**src/rtl/cnn_int4_pkg.sv**
```systemverilog
// cnn_int4_pkg
// Shared definitions for the int4 CNN datapath: int4 range limits,
// accumulator and packed-word widths, the output-frame FSM state type and
// a helper that builds the round-half-up constant for a given shift.
package cnn_int4_pkg;

  localparam int INT4_MAX     = 7;
  localparam int INT4_MIN     = -8;
  localparam int ACC_W        = 15;
  localparam int WORD_W       = 32;
  localparam int NIB_PER_WORD = 8;

  typedef enum logic [1:0] {
    IDLE,
    RUN,
    FLUSH,
    DONE
  } frame_state_t;

  // Half an output LSB, added before the arithmetic shift; zero when no shift.
  function automatic logic signed [15:0] round_const(input int sh);
    if (sh > 0) begin
      return 16'sd1 <<< (sh - 1);
    end
    return '0;
  endfunction

endpackage

```
**src/rtl/requant_int4.sv**
```systemverilog
// requant_int4
// Requantises one 15-bit accumulated sum to int4: round half up, arithmetic
// right shift by SHIFT, then saturate. Result is registered with its valid.
// Optional feature macro: CONV_RELU_EN (clamps negative sums to zero before
// the shift, so results lie in [0, 7]).
//
// Ports:
//   clk      - clock, rising edge
//   rst_n    - synchronous active-low reset
//   in_valid - sum is valid this cycle
//   sum      - signed accumulator value
//   q        - registered int4 result (two's complement nibble)
//   q_valid  - q holds a new result
module requant_int4
  import cnn_int4_pkg::*;
#(
  parameter int SHIFT = 4
) (
  input  logic                    clk,
  input  logic                    rst_n,
  input  logic                    in_valid,
  input  logic signed [ACC_W-1:0] sum,
  output logic [3:0]              q,
  output logic                    q_valid
);

  localparam logic signed [15:0] RND   = round_const(SHIFT);
  localparam logic signed [15:0] Q_MAX = 16'(INT4_MAX);
  localparam logic signed [15:0] Q_MIN = 16'(INT4_MIN);

  logic signed [15:0] ext;
  logic signed [15:0] biased;
  logic signed [15:0] shifted;
  logic [3:0]         q_next;

  // 16 bits leave headroom for the rounding add on the largest 15-bit sum.
  always_comb begin
    ext = {sum[ACC_W-1], sum};
`ifdef CONV_RELU_EN
    if (ext[15]) begin
      ext = '0;
    end
`endif
    biased  = ext + RND;
    shifted = biased >>> SHIFT;
    if (shifted > Q_MAX) begin
      q_next = Q_MAX[3:0];
    end else if (shifted < Q_MIN) begin
      q_next = Q_MIN[3:0];
    end else begin
      q_next = shifted[3:0];
    end
  end

  always_ff @(posedge clk) begin
    if (!rst_n) begin
      q       <= '0;
      q_valid <= 1'b0;
    end else begin
      q_valid <= in_valid;
      if (in_valid) begin
        q <= q_next;
      end
    end
  end

endmodule

```
**src/rtl/conv_requant_pack.sv**
```systemverilog
// conv_requant_pack
// Output stage after the 9-input adder tree: aligns in_valid with the tree
// latency, requantises each sum to int4, packs eight nibbles per 32-bit word
// and writes them to the output feature-map RAM at incrementing addresses.
// A frame ends after PIX_PER_FRAME pixels; any partial word is flushed with
// zero padding and frame_done pulses once.
// Optional feature macro: CONV_RELU_EN (passed through to requant_int4).
//
// Ports:
//   clk        - clock, rising edge
//   rst_n      - synchronous active-low reset
//   start      - single-cycle pulse, arms a frame (only honoured in IDLE)
//   in_valid   - adder-tree inputs presented this cycle
//   sum        - adder-tree result, ADD_LAT cycles after in_valid
//   wr_en      - RAM write strobe
//   wr_addr    - RAM word address
//   wr_data    - packed nibbles, pixel k in bits [4k+3:4k]
//   busy       - frame in progress (RUN or FLUSH)
//   frame_done - one-cycle pulse after the last word of a frame
//
// state | meaning
// IDLE  | waiting for start; pixels ignored
// RUN   | accepting pixels until PIX_PER_FRAME have been taken
// FLUSH | write the partial word if any nibbles are pending
// DONE  | frame complete; frame_done pulses the following cycle
module conv_requant_pack
  import cnn_int4_pkg::*;
#(
  parameter int SHIFT         = 4,
  parameter int ADD_LAT       = 2,
  parameter int PIX_PER_FRAME = 676,
  parameter int ADDR_W        = 7
) (
  input  logic                    clk,
  input  logic                    rst_n,
  input  logic                    start,
  input  logic                    in_valid,
  input  logic signed [ACC_W-1:0] sum,
  output logic                    wr_en,
  output logic [ADDR_W-1:0]       wr_addr,
  output logic [WORD_W-1:0]       wr_data,
  output logic                    busy,
  output logic                    frame_done
);

  localparam int PIX_W = $clog2(PIX_PER_FRAME + 1);

  frame_state_t state, state_nx;

  logic [ADD_LAT-1:0] vld_dly;
  logic               sum_valid;
  logic [PIX_W-1:0]   pix_cnt;
  logic               frame_full;
  logic               accept;
  logic [3:0]         nib;
  logic               nib_valid;
  logic [2:0]         nib_idx;
  logic [WORD_W-1:0]  pack_reg;
  logic [WORD_W-1:0]  pack_next;
  logic [ADDR_W-1:0]  word_cnt;

  always_ff @(posedge clk) begin
    if (!rst_n) begin
      vld_dly <= '0;
    end else begin
      vld_dly <= (vld_dly << 1) | ADD_LAT'(in_valid);
    end
  end

  assign sum_valid  = vld_dly[ADD_LAT-1];
  assign frame_full = (pix_cnt == PIX_W'(PIX_PER_FRAME));
  assign accept     = (state == RUN) && sum_valid && !frame_full;

  requant_int4 #(
    .SHIFT(SHIFT)
  ) u_requant (
    .clk     (clk),
    .rst_n   (rst_n),
    .in_valid(accept),
    .sum     (sum),
    .q       (nib),
    .q_valid (nib_valid)
  );

  always_ff @(posedge clk) begin
    if (!rst_n) begin
      state <= IDLE;
    end else begin
      state <= state_nx;
    end
  end

  // The last accepted nibble leaves stage R in the same cycle frame_full
  // first reads true, so FLUSH already sees the final nibble index.
  always_comb begin
    state_nx = state;
    busy     = 1'b0;
    case (state)
      IDLE: begin
        if (start) begin
          state_nx = RUN;
        end
      end
      RUN: begin
        busy = 1'b1;
        if (frame_full) begin
          state_nx = FLUSH;
        end
      end
      FLUSH: begin
        busy     = 1'b1;
        state_nx = DONE;
      end
      DONE: begin
        state_nx = IDLE;
      end
      default: begin
        state_nx = IDLE;
      end
    endcase
  end

  always_comb begin
    pack_next = pack_reg;
    pack_next[{nib_idx, 2'b00} +: 4] = nib;
  end

  always_ff @(posedge clk) begin
    if (!rst_n) begin
      pix_cnt    <= '0;
      word_cnt   <= '0;
      nib_idx    <= '0;
      pack_reg   <= '0;
      wr_en      <= 1'b0;
      wr_addr    <= '0;
      wr_data    <= '0;
      frame_done <= 1'b0;
    end else begin
      wr_en      <= 1'b0;
      frame_done <= (state == DONE);
      if ((state == IDLE) && start) begin
        pix_cnt  <= '0;
        word_cnt <= '0;
        nib_idx  <= '0;
        pack_reg <= '0;
      end else begin
        if (accept) begin
          pix_cnt <= pix_cnt + 1'b1;
        end
        if (nib_valid) begin
          nib_idx <= nib_idx + 1'b1;
          if (nib_idx == 3'd7) begin
            wr_en    <= 1'b1;
            wr_data  <= pack_next;
            wr_addr  <= word_cnt;
            word_cnt <= word_cnt + 1'b1;
            // Cleared so a later partial word carries zero padding.
            pack_reg <= '0;
          end else begin
            pack_reg <= pack_next;
          end
        end else if ((state == FLUSH) && (nib_idx != 3'd0)) begin
          wr_en    <= 1'b1;
          wr_data  <= pack_reg;
          wr_addr  <= word_cnt;
          word_cnt <= word_cnt + 1'b1;
          nib_idx  <= '0;
          pack_reg <= '0;
        end
      end
    end
  end

endmodule

```
**config.mk**
```make
export PLATFORM = sky130hd
export DESIGN_NAME = conv_requant_pack
export DESIGN_NICKNAME = d
export VERILOG_FILES = /design/src/rtl/cnn_int4_pkg.sv /design/src/rtl/requant_int4.sv /design/src/rtl/conv_requant_pack.sv
export SDC_FILE = /design/constraint.sdc
export NUM_CORES = 1
export LEC_CHECK = 0
export CAP_MARGIN = 20
export CORE_ASPECT_RATIO = 0.75
export CORE_UTILIZATION = 35
export CTS_BUF_LIST = sky130_fd_sc_hd__clkbuf_8 sky130_fd_sc_hd__clkbuf_16
export DETAILED_ROUTE_END_ITERATION = 8
export HOLD_SLACK_MARGIN = 0.1
export MAX_ROUTING_LAYER = met4
export PLACE_DENSITY_LB_ADDON = 0.3
export SYNTH_ARGS = -nofsm -noshare
export SYNTH_HDL_FRONTEND = slang
export SYNTH_HIERARCHICAL = 1
export SYNTH_SLANG_ARGS = --single-unit
export TNS_END_PERCENT = 1
```
**constraint.sdc**
```tcl
create_clock -name clk -period 2.35 [get_ports clk]
set_input_delay 0.235 -clock clk [delete_from_list [all_inputs] [get_ports clk]]
set_output_delay 0.235 -clock clk [all_outputs]
set_load 0.05 [all_outputs]
```
; ---- After elaboration in Yosys (flattened, before gate mapping)
; Cells that the tools add are included.
[word_totals]
out_inout_bits = 42
input_bits = 19
elab_cells = 69
reg_bits = 102
[op_classes]
muxes = 24
n_eq_ne = 8
bitwise = 3
magnitude_cmp = 2
add_sub_neg = 5
reduce_logical = 13
shifts = 2
[ops]
columns = operator, n
row1 = 32-bit two-way mux, 6
row2 = 7-bit two-way mux, 6
row3 = 32-bit bitwise mux, 1
row4 = 4-bit by 7-bit variable shift with 32-bit output (first input constant), 1
row5 = 4-bit by 7-bit variable part select with 32-bit output, 1
row6 = 15-bit by 5-bit adder with 16-bit output (second input constant), 1
row7 = 12-bit by 4-bit > comparator with 1-bit output (second input constant), 1
row8 = 12-bit by 4-bit < comparator with 1-bit output (second input constant), 1
row9 = 10-bit by 1-bit adder with 10-bit output (second input constant), 1
row10 = 10-bit equality test (second input constant), 1
row11 = 4-bit two-way mux, 2
row12 = 2-bit one-hot mux with 4 select lines, 1
row13 = 7-bit by 1-bit adder with 7-bit output (second input constant), 1
row14 = 5-bit negation with 7-bit output, 1
row15 = 3-bit two-way mux, 2
row16 = 2-bit inequality test (second input constant), 3
row17 = 2-bit equality test (second input constant), 2
row18 = 1-bit logical AND, 4
row19 = 1-bit two-way mux, 4
row20 = 2-bit two-way mux, 2
row21 = 2-bit AND reduction, 2
row22 = 2-bit OR reduction, 2
row23 = 3-bit by 1-bit adder with 3-bit output (second input constant), 1
row24 = 3-bit equality test (second input constant), 1
row25 = 8 further kinds, 9

; ---- Depth between registers and ports, before layout
; Gate-level depths: netlist (run 1).
[depth]
ltp_word = 5
mapped_depth = 11
mapped_depth_nobuf = 7

; ---- By module
; Netlist (run 1), hierarchy kept.
[modules_own_cells]
columns = mod, area_each_um2, n_inst, cells_per_inst, seq_area_each_um2
row1 = conv_requant_pack, 4581.9, 1, 525, 1941.9
row2 = requant_int4, 508.0, 1, 66, 100.1

; ---- Worst setup path after synthesis (run 1)
; Ideal clock, no wire load.
[synth_timing]
kind = register to register
start = register nib_idx[0]
end = register wr_data[0]
path_slack_ns = 0.018
stages_incl_launch_ff = 10
period_less_slack_ns = 2.332
setup_time_ns = 0.121
n_path_buf = 2
required_ns = 2.229
arrival_time_ns = 2.211
cell_sequence = dfxtp_1 -> buf_4 -> inv_1 -> ha_1 -> ha_1 -> or3b_1 -> or3_1 -> buf_6 -> mux2i_1 -> a21oi_1
[synth_via]
elab_chain_len = 5
elab_cells_between_ends = 12
classes_between = 1 x add/sub / 2 x eq/ne / 2 x shift / 3 x mux / 4 x reduce/logical
[synth_rtl]
columns = element, line
row1 = from (decl), conv_requant_pack.sv:57  ; logic [2:0] nib_idx;
row2 = from (signal assigned), conv_requant_pack.sv:151  ; nib_idx <= nib_idx + 1'b1;
row3 = 5-bit negation with 7-bit output, conv_requant_pack.sv:125  ; pack_next[{nib_idx, 2'b00} +: 4] = nib;
row4 = 4-bit by 7-bit variable part select with 32-bit output / 4-bit by 7-bit variable shift with 32-bit output (equally long branches), conv_requant_pack.sv:125
row5 = 32-bit bitwise mux, conv_requant_pack.sv:125
row6 = 32-bit two-way mux, conv_requant_pack.sv:152  ; if (nib_idx == 3'd7) begin
row7 = 32-bit two-way mux, conv_requant_pack.sv:150  ; if (nib_valid) begin
row8 = to (signal assigned), conv_requant_pack.sv:154  ; wr_data <= pack_next;
row9 = to (signal assigned), conv_requant_pack.sv:164  ; wr_data <= pack_reg;
row10 = to (decl), conv_requant_pack.sv:41  ; output logic [WORD_W-1:0] wr_data,
; Several ways; a longest one is shown, not always the timed one. The select of a mux whose other input is x is not followed.
; A chain may end at the register's enable or synchronous reset.

; ---- Worst setup path in the final report (run 1)
[layout_timing]
start = register state[1]
end = output port busy
[layout_via]
elab_chain_len = 3
elab_cells_between_ends = 4
classes_between = 2 x eq/ne / 1 x mux / 1 x reduce/logical
[layout_rtl]
columns = element, line
row1 = from (decl), conv_requant_pack.sv:48  ; frame_state_t state, state_nx;
row2 = from (signal assigned), conv_requant_pack.sv:89  ; state <= state_nx;
row3 = 2-bit by 1-bit equality test with 1-bit output / 2-bit equality test (equally long branches), conv_requant_pack.sv:98  ; case (state)
row4 = 2-bit OR reduction (no source line) *, -
row5 = 1-bit two-way mux *, conv_requant_pack.sv:98
row6 = to (decl), conv_requant_pack.sv:42  ; output logic busy,
; Every way passes the cells marked *; elsewhere a longest branch is shown, timed or not.

==> impl_metrics.toml, run 1 <==
[worst_setup_path]
cp_data_arrival_time_ns = 1.98
crit_path_end_kind = "output pin"
worstSetupPathType = "flop to output pin"
r2r_slack_ns = 0.19
cp-start-kind = "flop"
cp_num_buf_inv = 2
crit_required_ns = 2.12
cpMaxStageDelayCell = "clkdlybuf4s50_1"
worstPathCellList = "inv_1, ha_1, clkdlybuf4s50_1"
cp_max_fo = 4
slowest_delay_ns = 0.81
cp_top_family = "buffers and inverters"

[cells_and_area]
fillerInstances = 1353
areaGrowthSynthToFinish_pct = 23.0
drive_gt1_share_pct = 11.6
final_area_mm2 = 0.00626
fin_cells = 844
mostFrequentLayoutCells = "dfxtp_1 (102), clkdlybuf4s50_1 (56), nor2_1 (50)"
nets = 681
final_common_cell = "dfxtp_1"
n_antenna_cell = 0
final_util_pct = 44.9

[die]
die_w_um = 141
row_count = 37
num_io_pins = 61
die_area_mm2 = 0.0150
die_h_um = 106
core_mm2 = 0.0139
start_util_pct = 36.5

[global_route]
antenna_found_initial = 0
grt_overflow = 0
grt_pass1_wl_mm = 21.9
track_usage_pct = 18.8
grt_max_degree = 41
grt_pass1_vias = 4334

[synthesis]
synthMuxAreaShare_pct = 2.56
synth_seq_cells = 102
yosysSeqAreaShare_pct = 40.1
ys.flop_type = "dfxtp_1"
synth_cell_types = 66
syn_inst = 591
synth-edff-count = 0
synth-simple-area-share_pct = 19.4
yosys.area_share.adder_pct = 4.42
async_reset_ff_share_pct = 0
syn_nets = 628
ys_warn_count = 6
synth_top_family_by_area = "compound AO/OA/AOI/OAI gates"
synth_compound_area_share_pct = 25.1
synth_xor_area_share_pct = 3.10
synth.cell_area_mm2 = 0.00509
postSynthAreaPerCell_um2 = 8.61

[detailed_routing]
drc = 0
routedWlPerCell_um = 15.4
drtIter0Drc = 366
routed_wl_mm = 13.0
ant_nets = 0
dr.pass1.iters = 5
viasPerCell = 5.44
num_vias = 4590

[clocking]
hold_buffers = 0
cts_buffer_depth = 2
clock_latency_ns = 0.35
clkTransAtPathRegs_ns = 0.07
cts.sinks = 102
cts_inserted_buffers = 9
cts_tree = "built"
clock-root-buffer = "clkbuf_16"
cts.htree.levels = 3

[pwr]
ir_worst_vdd_uv = 390
p_per_area_mw_per_mm2 = 597
leakagePower_nw = 2.19

[sta]
drv_slew = 0
hold_viol_final = 0
tightest_slew_ns = 0.922
fmax_ghz = 0.452
finalSetupViolCount = 0
finClkSkew_ns = 0.00786
slew_headroom_pct = 37.8
rsz0062_at_grt = "false"
fin_crit_ns = 2.21
fin_crit_sh_pct = 94.2

[run_status]
status = "finished, final reports clean"

[placement]
gp_congestion = 0.848
dp.cells = 828
io_buffers = 57
postPlaceCellArea_mm2 = 0.00594
hpwl_mm = 9.09

[min_path]
hp-class = "primary input to flop"

[job]
drv_cap = 0
-- per-layer routing --
metal  share of wire, %  track usage (%)
met5                  0                -
met4                1.3             5.98
met3                4.8             4.05
met2                 42             27.0
met1                 51             25.9
-- logic make-up after synthesis --
logic type,after synthesis
buffers and inverters,62
flip-flops,102
multiplexers,13
XOR/XNOR,18
adder cells (fa/ha/maj),18
AO/OA/AOI/OAI,182
AND/OR/NAND/NOR,196
-- synth_stat cells (8+ instances only) --
cell type	instances	area share, %
nor3_1	21	2.1
nand2_1	48	3.5
a21boi_0	8	1.2
dfxtp_1	102	40
mux2i_1	13	2.6
inv_1	17	1.3
a22o_1	12	2.1
ha_1	18	4.4
a32o_1	8	1.6
and2_1	10	1.2
a21oi_1	28	2.8
nand3_1	22	2.2
nor2_1	50	3.7
o31a_1	8	1.4
buf_2	9	0.88
o21ai_0	45	4.4
clkbuf_1	26	1.9
o211ai_1	12	1.8
xor2_1	13	2.2
-- tightest hold or removal path: cells and delay by family --
kind	cells	cell delay, ns
buffers and inverters	1	0.24
AO/OA/AOI/OAI	1	0.05
AND/OR/NAND/NOR	1	0.14
-- final cells by class --
class	instances	area, µm²	share of cell area [%]
Clock buffer	9	225	3.60
Timing Repair Buffer	87	803	12.8
Inverter	17	63.8	1.02
Multi-Input combinational cell	427	2820	45.0
Clock inverter	7	65.1	1.04
Tap cell	195	244	3.90
Sequential cell	102	2040	32.6
-- power by group --
part	switching, W	internal (W)
logic	0.000322	0.000171
registers	0.0000403	0.00175
clock network	0.000707	0.000743
total	0.00107	0.00267
-- timing repair --
item | 4_1_cts | 5_1_grt
gates resized for setup | 0 | 6
buffers inserted | 0 | 0
setup endpoints to repair | 0 | 12
-- worst paths after layout --
check,from,end,cells after the start
setup / recovery,state[1]$_SDFFE_PN0P_,busy,3
hold / removal,rst_n,wr_data[29]$_SDFFE_PN0P_,3
setup reg to reg,nib_idx[0]$_SDFFE_PP0P_,wr_data[6]$_SDFFE_PN0P_,8
hold reg to reg,vld_dly[0]$_SDFF_PN0_,vld_dly[1]$_SDFF_PN0_,1
-- stage by stage --
| step | setup WS, ns | total power [W] | hold WS [ns] | TNS (ns) |
|---|---|---|---|---|
| after global routing | 0.0465 | 0.00390 | 0.396 | 0 |
| after CTS | 0.0778 | 0.00377 | 0.365 | 0 |
| after floorplan | 0.0180 | 0.00215 | 0.362 | 0 |
| after detailed placement | -0.0808 | 0.00232 | 0.427 | -0.210 |
| after global placement | 0.0539 | 0.00230 | 0.424 | 0 |
| final | 0.136 | 0.00374 | 0.372 | 0 |
Note: power is estimated with default switching activity, not from simulation.
==> inputs of run 2 (changes only) <==
- CORE_UTILIZATION: 35 -> 51
- CTS_CLUSTER_DIAMETER: unset -> 150
- HOLD_SLACK_MARGIN: 0.1 -> 0.06
==> run 2 against run 1 <==
Effect of this change:
- critical path depth up 6
- via count grew 2.3%
- count of clock-buffer cells in the layout unchanged
- cell area decreased by 0.82%
- fmax is 1.6% lower
- critical path type is now flop to flop
- critical endpoint is now wr_data[15]$_SDFFE_PN0P_
- largest cell class unchanged
==> impl_metrics.toml, run 2 (same netlist as run 1, synthesis figures left out) <==
[die]
die_area_mm2 = 0.0104
core_mm2 = 0.00966
die_w_um = 117
start_util_pct = 52.7
num_io_pins = 61
row_count = 31
die_h_um = 88.5

[placement]
io_buffers = 57
postPlaceCellArea_mm2 = 0.00586
place_ws_ns = -0.0216
gp_congestion = 0.833
hpwl_mm = 8.62

[worst_setup_path]
r2r_slack_ns = 0.10
crit_path_end_kind = "flop"
cp_max_fo = 29
worstSetupPathType = "flop to flop"
r2r-start = "nib_idx[1]$_SDFFE_PP0P_"
slowest_delay_ns = 0.41
cp_data_arrival_time_ns = 2.54
worstPathCellList = "inv_1, ha_1, ha_2, nor3b_2, buf_4, o21ai_2, buf_12, a211oi_1, a31o_2"
cp-start-kind = "flop"
reg2regPathDepth = 9
r2r-end = "wr_data[15]$_SDFFE_PN0P_"
cp_num_buf_inv = 3
crit_required_ns = 2.64
cpMaxStageDelayCell = "dfxtp_1"
cp_top_family = "compound AO/OA/AOI/OAI gates"

[global_route]
track_usage_pct = 26.4
grt_max_degree = 31
grt_overflow = 0
antenna_found_initial = 0
grt_pass1_wl_mm = 21.3
grt_pass1_vias = 4387

[sta]
fmax_ghz = 0.445
slew_headroom_pct = 58.0
tightest_slew_ns = 0.621
hold_viol_final = 0
rsz0062_at_grt = "false"
final.setup.tns_ns = 0
finalSetupViolCount = 0
fin_crit_sh_pct = 95.7
final.setup.worst_slack_ns = 0.100
drv_slew = 0
fin_crit_ns = 2.25
finClkSkew_ns = 0.00587

[clocking]
cts.sinks = 102
cts.htree.levels = 3
postCtsSetupRepairBufs = 0
cts_inserted_buffers = 9
cts_buffer_depth = 2
clock-root-buffer = "clkbuf_16"
cts_tree = "built"
clkTransAtPathRegs_ns = 0.07
hold_buffers = 0
clock_latency_ns = 0.35

[pwr]
comb_power_share_pct = 12.9
p_per_area_mw_per_mm2 = 620
seqPwrFrac_pct = 46.6
ir_worst_vdd_uv = 372
switchingPower_w = 0.00107
total_power_w = 0.00385
leakagePower_nw = 2.22
p_clk_share_pct = 40.6
swShare_pct = 27.8
internal_power_w = 0.00278

[cells_and_area]
n_antenna_cell = 0
drive_gt1_share_pct = 11.9
nets = 680
mostFrequentLayoutCells = "dfxtp_1 (102), clkdlybuf4s50_1 (56), nor2_1 (50)"
final_area_mm2 = 0.00621
areaGrowthSynthToFinish_pct = 22.0
final_common_cell = "dfxtp_1"
final_util_pct = 64.3

[detailed_routing]
ant_nets = 0
viasPerCell = 6.02
routed_wl_mm = 12.8
dr.pass1.iters = 5
num_vias = 4696
routedWlPerCell_um = 16.4
drtIter0Drc = 402
drc = 0

[min_path]
min_from = "rst_n"
hp-class = "primary input to flop"
hold_path_end = "wr_data[27]$_SDFFE_PN0P_"
min_path_cells = 3

[job]
drv_cap = 0

[run_status]
status = "finished, final reports clean"
-- run 2: cell count changes in the layout (fill, tap and decap cells not counted), moves of 2 or more --
| cell | before | now |
|---|---|---|
| buf_4 | 29 | 27 |
| clkinv_4 | 3 | 1 |
| o311ai_0 | 4 | 1 |
| o311ai_1 | 1 | 4 |
-- run 2: repair_timing --
action	CTS	global route
gates resized for setup	1	12
endpoints found under the hold margin	0	0
setup endpoints to repair	1	37
-- run 2: power by group through the flow --
stage	Clock, W	Combinational, W	Sequential (W)
6_report	0.00156	0.000496	0.00179
5_1_grt	0.00165	0.000536	0.00180
4_1_cts	0.00158	0.000491	0.00179
3_5_place_dp	0	0.000486	0.00183
3_3_place_gp	0	0.000469	0.00183
2_1_floorplan	0	0.000331	0.00182
-- run 2: per-layer routing --
metal | up-vias | GRT usage (%) | part of all wire [%]
li1 | 2259 | - | -
met1 | 2264 | 34.5 | 48
met2 | 154 | 41.2 | 45
met3 | 19 | 4.96 | 5.7
met4 | 0 | 9.45 | 1.3
met5 | - | - | 0
-- run 2: final cells by class --
cell class / count / area [µm²]
multi-input cells: 427 / 2820
fillers: 813 / 3450
clock inverters: 7 / 88.8
repair buffers: 86 / 808
inverters: 17 / 63.8
clock buffers: 9 / 225
well taps: 132 / 165
flip-flops and latches: 102 / 2040
-- run 2: worst reg2reg max path: stages, from the launching register on --
cell	delay (ns)
dfxtp_1	0.41
inv_1	0.09
ha_1	0.21
ha_2	0.25
nor3b_2	0.25
buf_4	0.20
o21ai_2	0.09
buf_12	0.18
a211oi_1	0.35
a31o_2	0.16
-- run 2: through the flow --
stage,hold slack [ns],std cells
after CTS,0.347,780
after detailed placement,0.454,764
final,0.371,780
after global routing,0.373,780
after global placement,0.429,764
after floorplan,0.362,591
-- run 2: worst max-delay path by stage --
| stage | cells after the start | start | to |
|---|---|---|---|
| 2_1_floorplan | 9 | nib_idx[0]$_SDFFE_PP0P_ | wr_data[0]$_SDFFE_PN0P_ |
| 3_3_place_gp | 8 | sum[3] | u_requant/q[2]$_SDFFE_PN0P_ |
| 3_5_place_dp | 9 | sum[3] | u_requant/q[0]$_SDFFE_PN0P_ |
| 4_1_cts | 8 | nib_idx[0]$_SDFFE_PP0P_ | wr_data[30]$_SDFFE_PN0P_ |
| 5_1_grt | 9 | nib_idx[1]$_SDFFE_PP0P_ | wr_data[26]$_SDFFE_PN0P_ |
| 6_report | 9 | nib_idx[1]$_SDFFE_PP0P_ | wr_data[15]$_SDFFE_PN0P_ |
==> inputs of run 3 (changes only) <==
- CORE_MARGIN: unset -> 2
- PLACE_DENSITY: unset -> 0.88
- PLACE_DENSITY_LB_ADDON: 0.3 -> unset
==> run 3 against run 2 <==
Effect of this change:
- count of clock-buffer cells in the layout is the same
- setup slack better by 0.032 ns
- total power is 4.0% lower
- clock power down 9%
- die area grew 4.0%
- sequential cell count unchanged
- sequential share of layout area grew 0.33 points
- critical endpoint is now wr_data[3]$_SDFFE_PN0P_
- largest power group unchanged
- highest routed layer unchanged
==> impl_metrics.toml, run 3 (same netlist as run 1, synthesis figures left out) <==
[min_path]
hp-class = "primary input to flop"
min_from = "rst_n"

[worst_setup_path]
r2r-start = "nib_idx[1]$_SDFFE_PP0P_"
r2r_slack_ns = 0.13
cp_max_fo = 7
crit_path_end_kind = "flop"
setup.worst_path.start = "nib_idx[1]$_SDFFE_PP0P_"
cp_data_arrival_time_ns = 2.49
worstSetupPathType = "flop to flop"
cp-start-kind = "flop"
crit_required_ns = 2.62

[placement]
hpwl_mm = 8.73
place_ws_ns = -0.0168
gp_congestion = 0.878
io_buffers = 57

[pwr]
p_clk_share_pct = 38.3
ir_worst_vdd_uv = 437
seqPwrFrac_pct = 48.4
swShare_pct = 28.2
switchingPower_w = 0.00104
total_power_w = 0.00370
comb_power_share_pct = 13.3
internal_power_w = 0.00265
leakagePower_nw = 2.19
p_per_area_mw_per_mm2 = 601

[sta]
fmax_ghz = 0.451
rsz0062_at_grt = "false"
hold_viol_final = 0
finClkSkew_ns = 0.00794
finalSetupViolCount = 0
fin_crit_sh_pct = 94.4
final.setup.worst_slack_ns = 0.132
fin_crit_ns = 2.22
tightest_slew_ns = 0.788
drv_slew = 0
slew_headroom_pct = 46.8

[global_route]
grt_max_degree = 41
grt_overflow = 0
grt_pass1_vias = 4587
antenna_found_initial = 0
grt_pass1_wl_mm = 21.3
track_usage_pct = 24.3

[die]
core_mm2 = 0.00970
start_util_pct = 52.5
die_h_um = 90.5
row_count = 31
die_area_mm2 = 0.0108
die_w_um = 119
num_io_pins = 61

[clocking]
cts_inserted_buffers = 9
cts.sinks = 102
cts_tree = "built"
ctsResizeCount = 0
cts_buffer_depth = 2
clkTransAtPathRegs_ns = 0.07
cts.htree.levels = 3
clock-root-buffer = "clkbuf_16"
clock_latency_ns = 0.35
postCtsSetupRepairBufs = 0
hold_buffers = 0

[detailed_routing]
routedWlPerCell_um = 16.4
num_vias = 4761
routed_wl_mm = 12.7
drc = 0
viasPerCell = 6.12
drtIter0Drc = 385
dr.pass1.iters = 5
ant_nets = 0

[cells_and_area]
areaGrowthSynthToFinish_pct = 20.8
n_antenna_cell = 0
nets = 678
final_util_pct = 63.4
fillerInstances = 765
mostFrequentLayoutCells = "dfxtp_1 (102), clkdlybuf4s50_1 (56), nor2_1 (50)"
drive_gt1_share_pct = 11.0
final_common_cell = "dfxtp_1"

[run_status]
status = "finished, final reports clean"

[job]
drv_cap = 0
run 3: changes by cell type in the layout (fill, tap and decap cells not counted), moves of 2 or more:
| cell | change |
|---|---|
| inv_8 | -3 |
| ha_1 | +2 |
| buf_4 | -2 |
| ha_2 | -2 |
| inv_6 | +3 |
| clkinv_2 | +2 |
run 3: worst paths after layout:
kind | endpoint | depth (start not counted)
setup reg to reg | wr_data[3]$_SDFFE_PN0P_ | 7
setup / recovery | wr_data[3]$_SDFFE_PN0P_ | 7
hold / removal | wr_addr[0]$_SDFFE_PN0P_ | 2
hold reg to reg | vld_dly[1]$_SDFF_PN0_ | 1
run 3: layout make-up:
class                      instances  area (µm²)  share of cell area [%]
sequential                       102        2040                    33.2
tap                              132         165                    2.69
clock buffer                       9         225                    3.66
multi-input combinational        427        2810                    45.6
clock inverter                     7        53.8                   0.875
timing repair buffer              84         793                    12.9
inverter                          17        63.8                    1.04
run 3: metal layers:
layer  vias up  track usage [%]  share of wire [%]
li1       2260                -                  -
met1      2274             31.4                 46
met2       199             38.1                 46
met3        28             4.36                5.7
met4         0             9.41                2.2
met5         -                -                  0
run 3: power groups by stage:
stage / sequential [W] / combinational (W) / clock, W
global route: 0.00179 / 0.000530 / 0.00150
global placement: 0.00183 / 0.000456 / 0
CTS: 0.00179 / 0.000482 / 0.00143
finish: 0.00179 / 0.000492 / 0.00142
detailed placement: 0.00183 / 0.000480 / 0
floorplan: 0.00182 / 0.000331 / 0
run 3: worst max-delay path, cell delays in order, from the launching register on:
cell and delay (ns):
dfxtp_1 0.34, inv_1 0.08, ha_1 0.21, ha_1 0.37, or3b_1 0.44, or3_4 0.39, mux2i_1 0.14, a21oi_1 0.18
run 3: stage by stage:
stage	area [µm²]	hold slack, ns	cells	setup TNS [ns]
floorplan	5090	0.362	591	0
global placement	5850	0.422	762	0
detailed placement	5850	0.427	762	-0.0394
CTS	6130	0.294	778	0
global route	6150	0.335	778	0
finish	6150	0.306	778	0
